## config.mk

```make
export PLATFORM = sky130hd
export DESIGN_NAME = piso_tx_flat
export DESIGN_NICKNAME = d
export VERILOG_FILES = /design/src/rtl/piso_pkg.sv /design/src/rtl/piso_tx_if.sv /design/src/rtl/piso_tx.sv /design/src/flat_wrapper.sv
export SDC_FILE = /design/constraint.sdc
export NUM_CORES = 1
export LEC_CHECK = 0
export BUFFER_PORTS_ARGS = -buffer_cell sky130_fd_sc_hd__clkbuf_2
export CAP_MARGIN = 25
export CORE_AREA = 2 2 39 41
export DETAILED_ROUTE_END_ITERATION = 12
export DIE_AREA = 0 0 41 43
export PLACE_DENSITY = 0.56
export SYNTH_ARGS = -nofsm -noshare
export SYNTH_HDL_FRONTEND = slang
export SYNTH_SLANG_ARGS = --single-unit
```

## constraint.sdc

```tcl
create_clock -name clk -period 1.7 [get_ports clk]
set_input_delay 0.34 -clock clk [delete_from_list [all_inputs] [get_ports clk]]
set_output_delay 0.34 -clock clk [all_outputs]
set_load 0.02 [all_outputs]
```

## src/rtl/piso_pkg.sv

```systemverilog
// Shared types and constants for the piso_tx serial transmitter.
// Optional parity framing is enabled by defining PISO_PARITY_EN.
package piso_pkg;

  typedef enum logic [1:0] {
    StIdle   = 2'd0,
    StShift  = 2'd1
`ifdef PISO_PARITY_EN
    ,
    StParity = 2'd2
`endif
  } piso_state_e;

  // Bits per frame: data bits, plus one parity bit when enabled.
  function automatic int unsigned frame_len(input int unsigned width);
`ifdef PISO_PARITY_EN
    return width + 1;
`else
    return width;
`endif
  endfunction

  // Counter holds the frame length with one code of headroom.
  function automatic int unsigned cnt_width(input int unsigned width);
    return $clog2(width + 2);
  endfunction

endpackage

```

## src/rtl/piso_tx_if.sv

```systemverilog
// Load handshake and serial output bundle for piso_tx.
// The master side presents words; the slave side (the transmitter) shifts them out.
interface piso_tx_if #(
    parameter int unsigned WIDTH = 4
);
    logic [WIDTH-1:0] din;
    logic             load_valid;
    logic             load_ready;
    logic             dout;
    logic             dout_valid;
    logic             busy;
    logic             done;

    modport master (
        output din, load_valid,
        input  load_ready, dout, dout_valid, busy, done
    );

    modport slave (
        input  din, load_valid,
        output load_ready, dout, dout_valid, busy, done
    );
endinterface

```

## src/rtl/piso_tx.sv

```systemverilog
// Parallel-in serial-out transmitter with gapless back-to-back framing.
// Define PISO_PARITY_EN to append an even-parity bit after each data word.
module piso_tx
    import piso_pkg::*;
#(
    parameter int unsigned WIDTH     = 4,
    parameter bit          MSB_FIRST = 1'b1
) (
    input logic       clk,
    input logic       rst,
    piso_tx_if.slave  bus
);

    localparam int unsigned CntW     = cnt_width(WIDTH);
    localparam int unsigned FrameLen = frame_len(WIDTH);

    piso_state_e       state_q;
    logic [WIDTH-1:0]  shift_q;
    logic [CntW-1:0]   cnt_q;
    logic              dout_q;
    logic              dout_valid_q;
    logic              done_q;
`ifdef PISO_PARITY_EN
    logic              par_q;
`endif
    logic              accept;

    // Ready in idle and during the final bit of a frame, so the next word joins gaplessly.
    assign bus.load_ready = (state_q == StIdle) || (cnt_q == CntW'(1));
    assign accept         = bus.load_valid && bus.load_ready;

    assign bus.dout       = dout_q;
    assign bus.dout_valid = dout_valid_q;
    assign bus.busy       = dout_valid_q;
    assign bus.done       = done_q;

    always_ff @(posedge clk or posedge rst) begin
        if (rst) begin
            state_q      <= StIdle;
            shift_q      <= '0;
            cnt_q        <= '0;
            dout_q       <= 1'b0;
            dout_valid_q <= 1'b0;
            done_q       <= 1'b0;
`ifdef PISO_PARITY_EN
            par_q        <= 1'b0;
`endif
        end else if (accept) begin
            // shift_q keeps the bit currently on dout at its outgoing end.
            state_q      <= StShift;
            shift_q      <= bus.din;
            cnt_q        <= CntW'(FrameLen);
            dout_q       <= MSB_FIRST ? bus.din[WIDTH-1] : bus.din[0];
            dout_valid_q <= 1'b1;
            done_q       <= 1'b0;
`ifdef PISO_PARITY_EN
            par_q        <= ^bus.din;
`endif
        end else begin
            case (state_q)
                StShift: begin
                    if (cnt_q == CntW'(1)) begin
                        state_q      <= StIdle;
                        shift_q      <= '0;
                        cnt_q        <= '0;
                        dout_q       <= 1'b0;
                        dout_valid_q <= 1'b0;
                        done_q       <= 1'b0;
`ifdef PISO_PARITY_EN
                    end else if (cnt_q == CntW'(2)) begin
                        state_q      <= StParity;
                        shift_q      <= '0;
                        cnt_q        <= CntW'(1);
                        dout_q       <= par_q;
                        done_q       <= 1'b1;
`endif
                    end else begin
                        shift_q <= MSB_FIRST ? (shift_q << 1) : (shift_q >> 1);
                        dout_q  <= MSB_FIRST ? shift_q[WIDTH-2] : shift_q[1];
                        cnt_q   <= cnt_q - CntW'(1);
                        done_q  <= (cnt_q == CntW'(2));
                    end
                end
`ifdef PISO_PARITY_EN
                StParity: begin
                    state_q      <= StIdle;
                    cnt_q        <= '0;
                    dout_q       <= 1'b0;
                    dout_valid_q <= 1'b0;
                    done_q       <= 1'b0;
                end
`endif
                default: begin
                    state_q      <= StIdle;
                    cnt_q        <= '0;
                    dout_q       <= 1'b0;
                    dout_valid_q <= 1'b0;
                    done_q       <= 1'b0;
                end
            endcase
        end
    end

endmodule

```

## src/flat_wrapper.sv

```systemverilog
// flat-port wrapper written by rule: the top's interface ports become plain ports
module piso_tx_flat import piso_pkg::*;
#(
    parameter int unsigned WIDTH     = 4,
    parameter bit          MSB_FIRST = 1'b1
)
  (clk, rst, bus_din, bus_load_valid, bus_load_ready, bus_dout, bus_dout_valid, bus_busy, bus_done);
  piso_tx_if #(.WIDTH(WIDTH)) bus_i ();
  input logic clk;
  input logic rst;
  input wire logic [$bits(bus_i.din)-1:0] bus_din;
  input wire logic [$bits(bus_i.load_valid)-1:0] bus_load_valid;
  output wire logic [$bits(bus_i.load_ready)-1:0] bus_load_ready;
  output wire logic [$bits(bus_i.dout)-1:0] bus_dout;
  output wire logic [$bits(bus_i.dout_valid)-1:0] bus_dout_valid;
  output wire logic [$bits(bus_i.busy)-1:0] bus_busy;
  output wire logic [$bits(bus_i.done)-1:0] bus_done;
  assign bus_i.din = bus_din;
  assign bus_i.load_valid = bus_load_valid;
  assign bus_load_ready = bus_i.load_ready;
  assign bus_dout = bus_i.dout;
  assign bus_dout_valid = bus_i.dout_valid;
  assign bus_busy = bus_i.busy;
  assign bus_done = bus_i.done;
  piso_tx #(.WIDTH(WIDTH), .MSB_FIRST(MSB_FIRST)) u_core (.clk(clk), .rst(rst), .bus(bus_i));
endmodule
```

==> results.yml <==
clock_network:
  numClockSinks: 9
  cts_root_buf: "clkbuf_4"
  cts.htree.levels: 1
  insertion_delay_ns: 0.26
  cts_buffers: 3
  cts_tree: "built"
  path_clk_slew_ns: 0.06
  cts_buffer_depth: 2
sta:
  skew_ns: 0.0008277
  setup_slack_ns: 0.06342
  rsz0062_at_grt: "no"
  hold_viol_final: 0
  drv_slew: 0
  tns_ns: 0
  relSlewSlack_pct: 76.39
  timing.final.crit_share_pct: 96.27
  hold_ws_ns: 0.01643
  setup_viol: 0
  fin_crit_ns: 1.637
  max_freq_mhz: 611.0
  tightest_slew_ns: 0.3537
critical_path:
  cp_data_arrival_time_ns: 1.30
  rrSetupSlack_ns: 0.26
  cp_top_family: "flip-flops"
  crit_path_end: "bus_load_ready"
  path_cells: "inv_2, ha_4, nand2b_4, and2_4, inv_4, buf_8"
  path_buf_inv: 3
  r2r_end: "u_core.shift_q[1]"
  cpMaxStageDelayCell: "dfrtp_1"
  path_max_fanout: 5
  critPathLaunch: "u_core.cnt_q[1]"
  worstRegToRegCells: 6
  start_kind: "flip-flop"
  r2r_start: "u_core.cnt_q[1]"
  cp_data_required_time_ns: 1.36
  path_class: "flip-flop to output pin"
  cp-end-kind: "output pin"
  max_stage_delay_ns: 0.39
  cp.depth: 6
detailed_routing:
  drt_first_pass_iters: 4
  num_vias: 313
  dr.first_iter.drc_count: 3
  post-route-drc-count: 0
  drt-total-wl_um: 786
  antenna_left: 0
  vias_per_cell: 4.347
  wl_per_cell_um: 10.92
global_routing:
  grt_pass1_vias: 292
  grt_max_degree: 10
  grt_pass1_wl_um: 1207
  grt_usage_pct: 11.43
  grt_use_met3_pct: 4.712
  grt_use_met2_pct: 13.44
  antenna_found_initial: 0
  groute.layer.met1.usage_pct: 13.16
  gr-total-overflow: 0
  busiest_layer: "met4"
yosys:
  ys_ff_latch: 9
  syn_inst: 37
  yosysTopAreaCell: "dfrtp_1"
  seq_area_frac_synth_pct: 54.22
  syn_nets: 47
  synth-edff-count: 0
  async_flop_share_pct: 100.0
  syn-cell-area_um2: 415.4
  synth_ff_type: "dfrtp_1"
  synth_area_leaders: "dfrtp_1, ha_1, a221o_2"
  avgSynthCellArea_um2: 11.23
  yosysWarnings: 0
  yosysUniqueCellTypes: 17
  synth_top_area_share_pct: 54.22
power:
  irDropWorstVdd_mv: 0.6220
  p_comb_share_pct: 51.1
  swShare_pct: 36.44
  power_density_nw_per_um2: 1875
  pwr-share-seq_pct: 33.6
  p_leak_nw: 0.2912
  p_switching_mw: 0.3906
  clkPwrFrac_pct: 15.3
  power.internal_mw: 0.6812
  power_mw: 1.072
final_layout:
  n_fill_cell: 141
  area_growth_pct: 37.65
  drive_above_1_share_pct: 46.43
  final_core_util_pct: 41.32
  final_area_um2: 571.8
  fin_cells: 72
  antenna_cells: 0
  nNetsFinal: 67
status:
  outcome: "finished clean"
die:
  rows: 14
  core_area_um2: 1384
  io_pins: 12
  die_x_um: 41
  initial_core_util_pct: 30.02
  dieArea_um2: 1763
  dieHeight_um: 43
hold_path:
  hold_path.class: "input pin to async pin"
placed_design:
  dpl.hpwl_um: 548.1
  placedInstanceArea_um2: 483.0
  portBuffers: 11
  place_congestion: 0.7106
  place_ws_ns: 0.2221
  place_inst: 63
flow_run:
  drv_cap: 0
## Yosys cell counts (2+ instances only)
master	instances
a221o_2	2
a21oi_1	4
nand2_1	3
nor2_1	2
dfrtp_1	9
ha_1	3
inv_1	4
## cell usage in the layout, fill, tap and decap left out, types with 2 or more instances in the layout
cell / count
dfrtp_1: 9
clkbuf_2: 10
inv_1: 3
buf_4: 5
a21oi_1: 4
ha_1: 2
clkbuf_4: 3
a221o_2: 2
nor2_1: 2
nand2_1: 3
## metal layers
metal / routed length, um / vias to the layer above
met3: 41 / 2
met2: 360 / 10
met1: 364 / 139
met4: 19 / 0
li1: - / 162
met5: 0 / -
## power groups by stage
| stage | Clock [mW] | Combinational [mW] | Sequential [mW] |
|---|---|---|---|
| final | 0.164 | 0.548 | 0.360 |
| after global routing | 0.184 | 0.604 | 0.370 |
| after CTS | 0.173 | 0.440 | 0.362 |
| after detailed placement | 0 | 0.389 | 0.358 |
| after global placement | 0 | 0.384 | 0.356 |
| after floorplan | 0 | 0.282 | 0.372 |
## flip-flops by register name, summed over array words and instances (netlist names)
register,cells
u_core.shift_q,3
u_core.cnt_q,3
u_core.bus.dout,1
u_core.state_q,1
u_core.bus.done,1
## final cells by class
class	count	area, um^2	share of cell area, %
tap	16	20.02	3.501
multi-input combinational	22	176.4	30.85
timing repair buffer	16	102.6	17.94
clock buffer	4	26.28	4.595
sequential	9	225.2	39.39
inverter	5	21.27	3.720
## kinds of logic after synthesis
| family | share of synthesized area [%] |
|---|---|
| compound gates | 13.85 |
| xor+xnor | 2.109 |
| fa+ha+maj | 9.037 |
| buf+inv | 6.324 |
| flops | 54.22 |
| simple gates | 14.46 |
## how the worst min path moves through the flow
stage	startpoint	end	slack (ns)	cells past startpoint
global placement	rst	u_core.cnt_q[0]	0.30	2
floorplan	rst	u_core.bus.done	0.17	1
CTS	rst	u_core.bus.done	0.03	2
global route	rst	u_core.bus.done	0.05	2
finish	rst	u_core.bus.done	0.02	2
detailed placement	rst	u_core.bus.done	0.31	2
## timing repair
item | 4_1_cts | 5_1_grt
pin swaps | 0 | 1
gates resized for setup | 6 | 1
buffers inserted | 0 | 5
endpoints found under the setup margin | 1 | 1
hold buffers | 0 | 0
hold endpoints to repair | 0 | 0
Power figures use the tool's default switching activity.
